`config.mk`:
```
export PLATFORM = sky130hd
export DESIGN_NAME = retire_unit
export DESIGN_NICKNAME = d
export VERILOG_FILES = /design/src/rtl/retire_unit.sv
export SDC_FILE = /design/constraint.sdc
export NUM_CORES = 1
export LEC_CHECK = 0
export CORE_MARGIN = 3
export CORE_UTILIZATION = 38
export CTS_CLUSTER_SIZE = 14
export DETAILED_ROUTE_END_ITERATION = 12
export PLACE_DENSITY = 0.72
export SYNTH_ARGS = -nofsm -noshare
export SYNTH_HDL_FRONTEND = slang
export SYNTH_SLANG_ARGS = --single-unit
```
`constraint.sdc`:
```
create_clock -name clk_i -period 6.9 [get_ports clk_i]
set_clock_uncertainty 0.2 [all_clocks]
set_input_delay 1.38 -clock clk_i [delete_from_list [all_inputs] [get_ports clk_i]]
set_output_delay 1.38 -clock clk_i [all_outputs]
set_load 0.05 [all_outputs]
```
`src/rtl/retire_unit.sv`:
```
// retire_unit: in-order commit stage between the ROB head and the AMT / free list.
// Each cycle it retires the longest prefix of valid, completed head entries.
// A mispredicted branch or a halt retires and ends the group. The retired
// count goes back to the ROB with no delay. The AMT writes and the free-list
// releases are registered and become visible one cycle later.
// A retired mispredict produces a one-cycle rollback pulse and then a recovery
// window of C_RECOVER_CYC cycles in which nothing retires. A retired halt stops
// commit until reset.
module retire_unit #(
    parameter int C_RT_NUM        = 2,
    parameter int C_ARCH_REG_NUM  = 32,
    parameter int C_TAG_IDX_WIDTH = 6,
    parameter int C_RECOVER_CYC   = 2,
    parameter int C_CNT_WIDTH     = 32,
    localparam int AW    = $clog2(C_ARCH_REG_NUM),
    localparam int RNW   = $clog2(C_RT_NUM + 1),
    localparam int AMT_W = 1 + AW + C_TAG_IDX_WIDTH
) (
    input  logic                                         clk_i,
    input  logic                                         rst_i,
    input  logic [C_RT_NUM-1:0]                          rob_valid_i,
    input  logic [C_RT_NUM-1:0]                          rob_complete_i,
    input  logic [C_RT_NUM-1:0]                          rob_dest_valid_i,
    input  logic [C_RT_NUM-1:0][AW-1:0]                  rob_arch_reg_i,
    input  logic [C_RT_NUM-1:0][C_TAG_IDX_WIDTH-1:0]     rob_tag_i,
    input  logic [C_RT_NUM-1:0][C_TAG_IDX_WIDTH-1:0]     rob_tag_old_i,
    input  logic [C_RT_NUM-1:0]                          rob_br_mispred_i,
    input  logic [C_RT_NUM-1:0]                          rob_halt_i,
    output logic [RNW-1:0]                               rt_num_o,
    // Each lane is packed as {wr_en, arch_reg, phy_reg}.
    output logic [C_RT_NUM-1:0][AMT_W-1:0]               rob_amt_o,
    output logic [C_RT_NUM-1:0]                          fl_rel_valid_o,
    output logic [C_RT_NUM-1:0][C_TAG_IDX_WIDTH-1:0]     fl_rel_tag_o,
    output logic                                         rollback_o,
    output logic                                         halt_o,
    output logic [C_CNT_WIDTH-1:0]                       retire_cnt_o
);

    localparam int RW = $clog2(C_RECOVER_CYC + 1);
    localparam logic [RW-1:0] REC_LOAD = RW'(C_RECOVER_CYC - 1);

    typedef enum logic [1:0] {
        S_RUN     = 2'd0,
        S_RECOVER = 2'd1,
        S_HALTED  = 2'd2
    } state_t;

    state_t                  state;
    logic [RW-1:0]           rec_cnt;

    logic [C_RT_NUM-1:0]     retired;
    logic [RNW-1:0]          rt_num;
    logic                    open;
    logic                    grp_misp;
    logic                    grp_halt;
    logic [C_CNT_WIDTH:0]    cnt_sum;
    logic [C_CNT_WIDTH-1:0]  cnt_next;

    // Select the retiring prefix. Only RUN retires, and reset blocks retiring.
    // A mispredict or halt entry is the last member of its group.
    always_comb begin
        retired  = '0;
        rt_num   = '0;
        grp_misp = 1'b0;
        grp_halt = 1'b0;
        open     = (state == S_RUN) && !rst_i;
        for (int j = 0; j < C_RT_NUM; j++) begin
            if (open && rob_valid_i[j] && rob_complete_i[j]) begin
                retired[j] = 1'b1;
                rt_num     = RNW'(j + 1);
                if (rob_br_mispred_i[j] || rob_halt_i[j]) begin
                    open     = 1'b0;
                    grp_misp = rob_br_mispred_i[j];
                    grp_halt = rob_halt_i[j];
                end else begin
                    open = open;
                end
            end else begin
                open = 1'b0;
            end
        end
    end

    assign rt_num_o = rt_num;

    // Add the retired count to the total. The total saturates at all-ones instead of wrapping.
    always_comb begin
        cnt_sum = {1'b0, retire_cnt_o} + (C_CNT_WIDTH + 1)'(rt_num);
        if (cnt_sum[C_CNT_WIDTH]) begin
            cnt_next = '1;
        end else begin
            cnt_next = cnt_sum[C_CNT_WIDTH-1:0];
        end
    end

    // Commit FSM and registered commit outputs. Lanes that did not retire get no write strobe.
    always_ff @(posedge clk_i or posedge rst_i) begin
        if (rst_i) begin
            state          <= S_RUN;
            rec_cnt        <= '0;
            rob_amt_o      <= '0;
            fl_rel_valid_o <= '0;
            fl_rel_tag_o   <= '0;
            rollback_o     <= 1'b0;
            halt_o         <= 1'b0;
            retire_cnt_o   <= '0;
        end else begin
            for (int j = 0; j < C_RT_NUM; j++) begin
                rob_amt_o[j]      <= {retired[j] & rob_dest_valid_i[j],
                                      rob_arch_reg_i[j], rob_tag_i[j]};
                fl_rel_valid_o[j] <= retired[j] & rob_dest_valid_i[j];
                fl_rel_tag_o[j]   <= rob_tag_old_i[j];
            end
            retire_cnt_o <= cnt_next;
            // When halt and mispredict are on the same entry, the halt takes priority.
            rollback_o   <= grp_misp & ~grp_halt;
            case (state)
                S_RUN: begin
                    if (grp_halt) begin
                        state  <= S_HALTED;
                        halt_o <= 1'b1;
                    end else if (grp_misp) begin
                        state   <= S_RECOVER;
                        rec_cnt <= REC_LOAD;
                    end else begin
                        state <= S_RUN;
                    end
                end
                S_RECOVER: begin
                    if (rec_cnt == '0) begin
                        state <= S_RUN;
                    end else begin
                        rec_cnt <= rec_cnt - RW'(1);
                    end
                end
                S_HALTED: begin
                    state  <= S_HALTED;
                    halt_o <= 1'b1;
                end
                default: begin
                    state <= S_RUN;
                end
            endcase
        end
    end

endmodule

```
# Yosys cells after proc, flatten, opt, wreduce, memory -nomap -nowiden
# Index checks and enable logic that the tools add are counted.
# Widths: inputs -> output; s select.
# totals
wordCells	62
ff_bits	76
out_inout_bits	74
# classes
n_bitwise	4
n_mux	25
add_sub_neg	2
n_eq_ne	7
n_reduce_logical	14
# op_table
op	count
$add 32x2->33	1
$mux 32	1
$mux 1	15
$mux 2	6
$ne 2x2->1 const B	5
$pmux 2 s3	1
$logic_and 1x1->1	5
$logic_not 2->1	2
$pmux 2 s2	1
$reduce_and 4->1	1
$reduce_bool 2->1	2
$and 1x1->1	3
$eq 2x1->1 const B	1
$eq 2x2->1 const B	1
$logic_or 1x1->1	2
$pmux 1 s2	1
$reduce_and 2->1	1
$sub 2x1->2 const B	1
$logic_not 1->1	1
$not 1->1	1

# Longest topological paths before layout
# Gate-level depths: netlist of run 1.
# logic_depth
depth_word	11
depth_mapped	12
mapped_depth_nobuf	9

# Least setup slack after synthesis of run 1
# Ideal clock, no wire load.
# synth_timing
path_kind	in2reg
from	input port rst_i
to	register retire_cnt_o[19]
stages	11
setup_ns	0.070
required_time_ns	6.630
setup_slack_ns	1.738
path_buffers	3
arrival_ns	4.891
path_cell_list	nand3b_1 > nor3_1 > ha_1 > fa_1 > buf_2 > nand4_1 > or4_1 > or4_1 > buf_2 > buf_6 > nand3_1
# synth_via
elab_chain_cells	10
word_cells_on_any_way	12
# synth_lines
item	line_no	rtl
start, declared	20	input logic rst_i,
$logic_not 1->1 (no line) *	n/a	
$logic_and 1x1->1 *	66	open = (state == S_RUN) && !rst_i;
$logic_and 1x1->1 (2 in series)	68	if (open && rob_valid_i[j] && rob_complete_i[j]) begin
$mux 1	68	
$logic_and 1x1->1 (2 in series)	68	
$mux 2 *	68	
named net rt_num_o[0]	29	output logic [RNW-1:0] rt_num_o,
$add 32x2->33 *	88	cnt_sum = {1'b0, retire_cnt_o} + (C_CNT_WIDTH + 1)'(rt_num);
$mux 32 *	89	if (cnt_sum[C_CNT_WIDTH]) begin
named net cnt_next[19]	57	logic [C_CNT_WIDTH-1:0] cnt_next;
end signal, assigned	114	retire_cnt_o <= cnt_next;
end, declared	36	output logic [C_CNT_WIDTH-1:0] retire_cnt_o
# Mark *: on every way through the listed nets, which the timed path passes. The rest lies on a longest branch.
# A chain may end at the register's enable or synchronous reset.

# Worst setup path after layout of run 1
# layout_timing
from	input port rob_complete_i[1]
to	output port rt_num_o[1]
# layout_via
elab_chain_cells	2
# layout_lines
item	line_no	rtl
start, declared	22	input logic [C_RT_NUM-1:0] rob_complete_i,
$logic_and 1x1->1	68	
$mux 2	68	
end, declared	29	
# Every way passes these cells.

==> metrics.md, run 1 <==
| Metric | Value |
|---|---|
| Placed inst area | `around 4300 um2` |
| Final worst path period need | `between 4 and 5 ns` |
| Register area share after synthesis | `0.613` |
| DRT Wirelength | `6.92 mm` |
| Global-route wire length before repair | `approximately 11 mm` |
| ANT nets after route | `0` |
| Post_cts resized | `0` |
| Syn avg cell area | `roughly 12 um2` |
| Outcome | `finished, final reports clean` |
| Rows | `31` |
| Count of cell types in the netlist | `42` |
| Leading cell type in the layout, fill and taps excluded | `clkdlybuf4s50_1` |
| Post-Route M1 WL | `2.84 mm` |
| Drt initial violations | `roughly 110` |
| Leakage power | `about 1.9 nW` |
| Hpwl dp | `roughly 5.1 mm` |
| FF-to-FF Start | `state[1]` |
| Total negative slack | `0 ns` |
| Port Buffers | `around 120` |
| Die Footprint | `9060 um2` |
| R2R setup slack | `about 3.1 ns` |
| Via count | `between 2000 and 2500` |
| Largest net degree at the start of global routing | `75` |
| # diodes | `0` |
| Number of buffers added for setup after CTS | `0` |
| Pre-CTS WS | `~1.8 ns` |
| CTS tree | `done` |
| WHS Path Cells | `1` |
| Power per cell area | `just under 200 nW/um2` |
| Area Growth Syn to Fin | `47.3%` |
| Maximum clock frequency | `207 MHz` |
| Final Cycle Share | `0.700` |
| CP dominant cell by count | `clkdlybuf4s50_1` |
| Initial core utilization | `0.404` |
| Slew Limit Fails | `0` |
| Core box area | `7490 um2` |
| Clock buffer depth | `2` |
| Cts-stage hold buffer count | `0` |
| I/O pin count | `120` |
| Post-DR vias/cell | `between 4 and 5` |
| Worst r2r dst | `retire_cnt_o[25]` |
| Die W | `roughly 95 um` |
| Critical path data required time | `5.32 ns` |
| Arr. time, crit path | `around 3.3 ns` |
| Residual DRC count | `0` |
| Antenna violations before repair | `0` |
| Maxcap violations | `0` |
| Fillcell total | `about 610` |
| Met3 WL | `649 um` |
| Clock tree root buffer cell | `clkbuf_8` |
| Metal2 WL | `3.33 mm` |
| GP Congestion | `a little over 0.8` |
| Final setup margin | `2.07 ns` |
| Crit end category | `primary output` |
| Htree depth | `3` |
| Clock Pin Slew Worst Setup and Hold Paths | `~0.080 ns` |
| Number of synthesized register bits | `between 70 and 80` |
| Post-synthesis cell count | `260` |
| Fin. Hold Viols | `0` |
| Final core utilization | `0.595` |
| Cell Chain, Critical Path | `clkdlybuf4s50_1, nand2_1, nor3_1, and2_1, clkdlybuf4s50_1` |
| Final net count | `approximately 430` |
| Slew at the pin closest to its max-slew limit | `just over 0.9 ns` |
| Clock Sinks | `74` |
| Multi-input logic area | `between 1000 and 1500 um2` |
| Critical Path Max Stage Delay | `between 0.8 and 0.9 ns` |
| Synthesized area | `3020 um2` |
| WL per Instance | `approximately 14 um` |
| Hold slack | `0.256 ns` |
| Worst VDD drop | `135 uV` |
| Critical Path Fanout Max | `3` |
| Worst path slowest cell | `clkdlybuf4s50_1` |
| First-pass iteration count of the detailed router | `4` |
| Hold endpoint | `state[1]` |
| Num CTS Buffers | `9` |
| Most frequent cells in the layout | `119 x clkdlybuf4s50_1, 74 x dfrtp_1, 26 x nand2_1` |
| RSZ-0062 raised after global routing | `no` |
| Worst skew pair latency | `approximately 0.35 ns` |
| Yosys warns | `0` |
| Die Y | `95.2 um` |
| Final Cell Area | `approximately 4500 um2` |
| Slew headroom | `0.371` |
| Setup violators final | `0` |
| Highest metal used | `met4` |
| Worst setup SP type | `primary input` |
| FF-to-FF path depth | `8` |
| GR Util All Layers | `0.161` |
| Critical path type | `primary input to primary output` |
| Grt ovf | `0` |
| Share of cells above drive strength 1 | `0.0781` |
| Flip-flop and latch area | `approximately 1900 um2` |
| Hold_sp | `state[0]` |
| Synthesized Nets | `between 300 and 400` |
| Vias in the first global route | `between 2000 and 2500` |
| Hold crit path type | `flop to flop` |
[synthesized netlist by cell type (all sizes together)]
cell	number	share of area
a2111oi	1	0.0029
a21o	1	0.0025
a21oi	5	0.0083
a22o	1	0.0029
a31o	1	0.0029
a31oi	2	0.0041
and2	3	0.0062
and3	2	0.0041
and4	3	0.0087
and4b	1	0.0033
buf	6	0.016
clkbuf	6	0.0079
dfrtp	74	0.61
fa	1	0.0066
ha	3	0.012
inv	14	0.017
mux2	5	0.019
mux2i	3	0.0099
nand2	26	0.032
nand2b	3	0.0062
nand3	15	0.028
nand3b	1	0.0025
nand4	16	0.038
nand4b	1	0.0029
nor2	5	0.0062
nor3	9	0.015
nor3b	1	0.0025
nor4	8	0.017
o21ai	7	0.012
o21bai	1	0.0025
o31a	1	0.0029
o31ai	5	0.012
or2	3	0.0062
or3	5	0.010
or4	10	0.025
xnor2	6	0.017
xor2	5	0.014
[where the power goes]
part / switching, W / internal (W) / leakage, nW
Sequential: 0.00000412 / 0.000445 / 0.928
Clock: 0.000170 / 0.000132 / 0.0818
Combinational: 0.0000625 / 0.0000446 / 0.890
[critical path, delay by kind of cell]
kind	cells	cell delay, ns
simple gates	3	0.53
buf+inv	2	1.33
[cell families after synthesis]
family | after synthesis | share of synthesized area
simple gates | 112 | 0.214
flops | 74 | 0.613
buf+inv | 26 | 0.0410
compound gates | 25 | 0.0530
xor+xnor | 11 | 0.0319
mux | 8 | 0.0286
fa+ha+maj | 4 | 0.0190
[cell type report]
cell class | instances | area share
multi-input cells | 160 | 0.235
inverters | 14 | 0.0118
repair buffers | 120 | 0.269
well taps | 99 | 0.0278
clock inverters | 7 | 0.0121
clock buffers | 9 | 0.0278
flip-flops and latches | 74 | 0.416
[routing by layer]
metal	up-vias	global-route usage
li1	1175	-
met1	1137	0.197
met2	86	0.250
met3	9	0.0608
met4	0	0.0781
met5	-	0
[how the worst max path moves through the flow]
stage	start	end	slack, ns
after floorplan	rst_i	retire_cnt_o[19]	1.74
after global placement	rst_i	retire_cnt_o[25]	1.88
after detailed placement	rst_i	retire_cnt_o[25]	1.77
after CTS	rst_i	rt_num_o[1]	2.06
after global routing	rst_i	retire_cnt_o[25]	1.85
final	rob_complete_i[1]	rt_num_o[1]	2.07
[sequential cells by signal, indices dropped and copies added (netlist names)]
signal,cells
rollback_o,1
state,2
halt_o,1
fl_rel_tag_o,12
rec_cnt,2
fl_rel_valid_o,2
rob_amt_o,22
retire_cnt_o,32
[stage by stage]
step           cells  power [W]
3_5_place_dp     467   0.000567
6_report         483   0.000858
5_1_grt          483   0.000893
4_1_cts          483   0.000867
3_3_place_gp     467   0.000566
2_1_floorplan    260   0.000512
No activity file was read; power rests on OpenSTA's default activity.
==> inputs of run 2 (changes only) <==
--- a/config.mk
+++ b/config.mk
@@ -9,7 +9,7 @@
 export CORE_UTILIZATION = 38
 export CTS_CLUSTER_SIZE = 14
 export DETAILED_ROUTE_END_ITERATION = 12
-export PLACE_DENSITY = 0.72
+export PLACE_DENSITY = 0.74
 export SYNTH_ARGS = -nofsm -noshare
 export SYNTH_HDL_FRONTEND = slang
 export SYNTH_SLANG_ARGS = --single-unit
==> constraint.sdc (replaced) <==
create_clock -name clk_i -period 4.43 [get_ports clk_i]
set_clock_uncertainty 0.2 [all_clocks]
set_input_delay 0.886 -clock clk_i [delete_from_list [all_inputs] [get_ports clk_i]]
set_output_delay 0.886 -clock clk_i [all_outputs]
set_load 0.05 [all_outputs]
==> run 2 against run 1 <==
Effect of this change:
- setup slack got worse by 1.6 ns
- clock-buffer cell count unchanged
- die area unchanged
- cell count increased by 1.0%
- non-clock buffer count increased by 5
- sequential share of layout area decreased by 0.63 points
- core utilization increased by 0.92 points
- total power increased by 64%
- first-iteration DRC count increased by 110%
- flip-flop and latch count unchanged
==> metrics.md, run 2 (synthesis gave the netlist of run 1 again) <==
| Metric | Value |
|---|---|
| Design Power | `~0.0014 W` |
| Share of cells above drive strength 1 | `0.0925` |
| Worst VDD drop | `approximately 260 uV` |
| Clock Pin Slew Worst Setup and Hold Paths | `around 0.090 ns` |
| Worst skew pair latency | `~0.35 ns` |
| CP delay by family, top | `buffers and inverters` |
| Largest net degree at the start of global routing | `35` |
| ANT nets after route | `0` |
| Crit end category | `primary output` |
| Fin. Hold Viols | `0` |
| Final Cycle Share | `0.898` |
| FF-to-FF path depth | `9` |
| Residual DRC count | `0` |
| Critical path type | `primary input to primary output` |
| Hold crit path type | `flop to flop` |
| Post-Place Cells | `around 470` |
| WL per Instance | `approximately 16 um` |
| RSZ-0062 raised after global routing | `no` |
| Slew at the pin closest to its max-slew limit | `between 0.7 and 0.8 ns` |
| Leading cell type in the layout, fill and taps excluded | `clkdlybuf4s50_1` |
| Slew headroom | `0.493` |
| Die Footprint | `~9100 um2` |
| Critical Path Max Stage Delay | `roughly 0.85 ns` |
| Die Y | `95.2 um` |
| Die W | `between 90 and 100 um` |
| Grt ovf | `0` |
| R2R setup slack | `1.19 ns` |
| Maximum clock frequency | `about 250 MHz` |
| Clock Sinks | `74` |
| Via count | `2477` |
| Outcome | `finished, final reports clean` |
| Power per cell area | `312 nW/um2` |
| Total negative slack | `0 ns` |
| Htree depth | `3` |
| Regs by FF count | `retire_cnt_o (32), rob_amt_o (22), fl_rel_tag_o (12)` |
| Initial core utilization | `0.404` |
| Clock buffer depth | `2` |
| Number of buffers added for setup after CTS | `0` |
| Worst setup SP type | `primary input` |
| Drt initial violations | `around 230` |
| WHS Path Cells | `1` |
| Post-DR vias/cell | `5.08` |
| Slew Limit Fails | `0` |
| Worst Path Buf+Inv | `2` |
| Largest Register | `retire_cnt_o` |
| End point of the critical path | `rt_num_o[1]` |
| Hpwl dp | `slightly above 6 mm` |
| GR Util All Layers | `0.190` |
| DRT Wirelength | `between 8 and 9 mm` |
| Vias in the first global route | `2514` |
| Final worst path period need | `roughly 4 ns` |
| Rows | `31` |
| Worst path slowest cell | `clkdlybuf4s50_1` |
| Post_cts resized | `0` |
| First-pass iteration count of the detailed router | `5` |
| Leakage power | `~2 nW` |
| Critical Path Fanout Max | `3` |
| FF-to-FF Start | `state[1]` |
| Final instance count without filler cells | `488` |
| Num CTS Buffers | `9` |
| Max FFs per register | `32` |
| CTS tree | `done` |
| CP startpoint | `rob_valid_i[1]` |
| Clock tree root buffer cell | `clkbuf_8` |
| Setup violators final | `0` |
| Worst r2r dst | `retire_cnt_o[1]` |
| Critical path depth in cells | `5` |
| GP Congestion | `roughly 0.83` |
| Arr. time, crit path | `between 2 and 3 ns` |
| Global-route wire length before repair | `~13 mm` |
| CP dominant cell by count | `clkdlybuf4s50_1` |
| Area Growth Syn to Fin | `49.5%` |
| Fillcell total | `between 500 and 600` |
| I/O pin count | `120` |
| Most frequent cells in the layout | `119 x clkdlybuf4s50_1, 74 x dfrtp_1, 26 x nand2_1` |
| Pre-CTS WS | `between 0.3 and 0.4 ns` |
| Final net count | `around 430` |
| Core box area | `roughly 7500 um2` |
| Port Buffers | `119` |
| Critical path data required time | `3.34 ns` |
| # diodes | `0` |
| Cts-stage hold buffer count | `0` |
| Maxcap violations | `0` |
| Cell Chain, Critical Path | `clkdlybuf4s50_1, nand2_1, nor3_1, and2_1, clkdlybuf4s50_1` |
| Hold slack | `~0.26 ns` |
| Final setup margin | `between 0.4 and 0.5 ns` |
| Antenna violations before repair | `0` |
[run 2: cell count changes in the layout (fill, tap and decap cells not counted)]
cell / delta
nor3_1: -1
inv_8: +1
clkinv_4: -2
bufinv_16: +1
buf_4: +5
clkinvlp_4: -2
nor3_2: +1
inv_6: +2
[run 2: layout make-up]
cell class,count,area (um2),area share
sequential,74,1850,0.410
timing repair buffer,125,1240,0.273
multi-input combinational,160,1050,0.233
clock inverter,7,80.1,0.0177
clock buffer,9,124,0.0274
tap,99,124,0.0274
inverter,14,52.6,0.0116
[run 2: layer usage]
metal / routed length, um / GRT usage
met1: 3130 / 0.227
met2: 4240 / 0.324
met3: 449 / 0.0521
met4: 211 / 0.0769
met5: 0 / 0
[run 2: worst min-delay path by stage]
stage | startpoint | endpoint | slack (ns)
finish | state[0] | state[1] | 0.26
global route | state[0] | state[1] | 0.32
CTS | state[0] | state[1] | 0.26
detailed placement | state[0] | state[1] | 0.25
global placement | state[0] | state[1] | 0.23
floorplan | state[0] | state[1] | 0.21
[run 2: metrics by stage]
step           utilization  cell area, um2
2_1_floorplan            -            3030
3_3_place_gp         0.577            4320
3_5_place_dp         0.577            4320
4_1_cts              0.604            4520
5_1_grt              0.604            4520
6_report             0.604            4520
[run 2: report_power, final]
group	total, W	internal (W)	switching, W
Clock	0.000539	0.000269	0.000271
Combinational	0.000169	0.0000699	0.0000987
Sequential	0.000701	0.000694	0.00000695
Total	0.00141	0.00103	0.000376
[run 2: worst reg2reg max path: stages (launching register included)]
cell and delay, ns:
dfrtp_1 0.40, or2_2 0.34, nor3_2 0.23, ha_1 0.24
fa_1 0.23, nand4_1 0.19, or4_1 0.50, or4_1 0.50
buf_4 0.24, nand2b_1 0.11
==> inputs of run 3 (changes only) <==
--- a/config.mk
+++ b/config.mk
@@ -10,6 +10,7 @@
 export CTS_CLUSTER_SIZE = 14
 export DETAILED_ROUTE_END_ITERATION = 12
 export PLACE_DENSITY = 0.74
+export RECOVER_POWER = 50
 export SYNTH_ARGS = -nofsm -noshare
 export SYNTH_HDL_FRONTEND = slang
 export SYNTH_SLANG_ARGS = --single-unit
==> run 3 against run 2 <==
Effect of this change:
- register-to-register slack barely moved
- core utilization is 0.067 points lower
- cell count grew 0.20%
- sequential share of layout area hardly changed
- setup slack worse by 0.042 ns
- non-clock buffer count unchanged
- design area down 0.11%
- via count rose by 0.28%
- flip-flop and latch count unchanged
- highest routed layer unchanged
==> metrics.md, run 3 (synthesis gave the netlist of run 1 again) <==
| Metric | Value |
|---|---|
| RSZ-0062 raised after global routing | `no` |
| Grt ovf | `0` |
| Largest Register | `retire_cnt_o` |
| Max FFs per register | `32` |
| GP Congestion | `0.833` |
| Critical Path Fanout Max | `4` |
| Largest net degree at the start of global routing | `35` |
| CTS tree | `done` |
| Power share of the clock group | `0.386` |
| Core box area | `7490 um2` |
| Share of cells above drive strength 1 | `0.0848` |
| Post-DR vias/cell | `~5.1` |
| Hold crit path type | `flop to flop` |
| Drt initial violations | `275` |
| Residual DRC count | `0` |
| Worst setup SP type | `primary input` |
| Htree depth | `3` |
| Post-Place Cells | `approximately 470` |
| Leakage power | `1.95 nW` |
| Register share of total power | `0.499` |
| Psw | `0.000378 W` |
| Slew Limit Fails | `0` |
| Cts-stage hold buffer count | `0` |
| Clock Sinks | `74` |
| Die Footprint | `roughly 9100 um2` |
| Final instance count without filler cells | `~500` |
| Final Cell Area | `between 4000 and 5000 um2` |
| Outcome | `finished, final reports clean` |
| Arr. time, crit path | `2.93 ns` |
| Placed inst area | `4320 um2` |
| Net Sw Frac | `0.269` |
| Fin. Hold Viols | `0` |
| ANT nets after route | `0` |
| Internal power | `slightly above 0.001 W` |
| WL per Instance | `approximately 16 um` |
| Vias in the first global route | `around 2500` |
| Final Cycle Share | `0.908` |
| Total negative slack | `0 ns` |
| Worst VDD drop | `259 uV` |
| Number of buffers added for setup after CTS | `0` |
| Die Y | `between 90 and 100 um` |
| Port Buffers | `119` |
| Clock tree root buffer cell | `clkbuf_8` |
| Maximum clock frequency | `249 MHz` |
| Critical path type | `primary input to primary output` |
| Most frequent cells in the layout | `84 x clkdlybuf4s50_1, 74 x dfrtp_1, 35 x dlygate4sd3_1` |
| Setup violators final | `0` |
| Regs by FF count | `retire_cnt_o (32), rob_amt_o (22), fl_rel_tag_o (12)` |
| Initial core utilization | `0.404` |
| Die W | `roughly 95 um` |
| Comb pwr share | `0.115` |
| First-pass iteration count of the detailed router | `4` |
| Antenna violations before repair | `1` |
| Via count | `roughly 2500` |
| DRT Wirelength | `between 8 and 9 mm` |
| Slew headroom | `0.119` |
| Worst skew pair latency | `between 0.3 and 0.4 ns` |
| Slew at the pin closest to its max-slew limit | `between 1 and 1.5 ns` |
| Post_cts resized | `0` |
| I/O pin count | `between 100 and 150` |
| Global-route wire length before repair | `around 13 mm` |
| Hpwl dp | `roughly 6 mm` |
| Clock buffer depth | `2` |
| Maxcap violations | `0` |
| Final net count | `roughly 430` |
| Rows | `31` |
| Critical path data required time | `3.34 ns` |
| Final worst path period need | `roughly 4.0 ns` |
| Power per cell area | `approximately 310 nW/um2` |
| GR Util All Layers | `0.190` |
| Crit end category | `primary output` |
| Clock Pin Slew Worst Setup and Hold Paths | `about 0.09 ns` |
| Num CTS Buffers | `9` |
| Area Growth Syn to Fin | `49.4%` |
| Leading cell type in the layout, fill and taps excluded | `clkdlybuf4s50_1` |
run 3: cell types whose count changed in the layout (fill, tap and decap cells not counted), moves of 2 or more:
| cell | before | now |
|---|---|---|
| clkdlybuf4s50_1 | 119 | 84 |
| dlygate4sd3_1 | 0 | 35 |
| buf_4 | 6 | 4 |
| clkbuf_1 | 0 | 2 |
run 3: final timing paths:
| kind | start | to | slack (ns) | depth (start not counted) |
|---|---|---|---|---|
| worst max-delay path | rst_i | rt_num_o[1] | 0.41 | 5 |
| worst min register to register | state[0] | state[1] | 0.26 | 1 |
| min in group asynchronous | rst_i | halt_o | 1.16 | 2 |
| worst min-delay path | state[0] | state[1] | 0.26 | 1 |
| max in group asynchronous | rst_i | retire_cnt_o[2] | 1.18 | 3 |
| worst max register to register | state[1] | retire_cnt_o[1] | 1.18 | 9 |
run 3: per-stage QoR:
stage                util  total power (W)  hold slack [ns]  setup WS, ns
global placement    0.577         0.000883            0.228         0.381
CTS                 0.604          0.00143            0.262         0.439
finish              0.603          0.00140            0.256         0.410
detailed placement  0.577         0.000885            0.246         0.311
global route        0.603          0.00147            0.316         0.291
floorplan               -         0.000797            0.213         0.243
run 3: power groups by stage:
stage | clock network [W] | logic, W | registers, W
after floorplan | 0 | 0.0000168 | 0.000780
after global placement | 0 | 0.000169 | 0.000714
after detailed placement | 0 | 0.000171 | 0.000714
after CTS | 0.000554 | 0.000171 | 0.000701
after global routing | 0.000591 | 0.000171 | 0.000703
final | 0.000541 | 0.000162 | 0.000701
run 3: metal layers:
layer  GRT usage  vias up  share of wire
li1            -     1179              -
met4      0.0769        0          0.026
met2       0.324       83           0.52
met3      0.0521       13          0.050
met1       0.227     1209           0.40
met5           0        -              0
run 3: layout make-up:
| type | count | area [um2] |
|---|---|---|
| antenna | 1 | 2.50 |
| inverter | 14 | 52.6 |
| clock buffer | 9 | 124 |
| fill | 597 | 2970 |
| clock inverter | 7 | 80.1 |
| sequential | 74 | 1850 |
| multi-input combinational | 160 | 1050 |
| tap | 99 | 124 |
| timing repair buffer | 125 | 1230 |
run 3: critical path: stages:
cell	delay [ns]
dlygate4sd3_1	0.54
nand3b_1	0.24
nor2_1	0.18
and2_1	0.23
clkdlybuf4s50_1	0.85
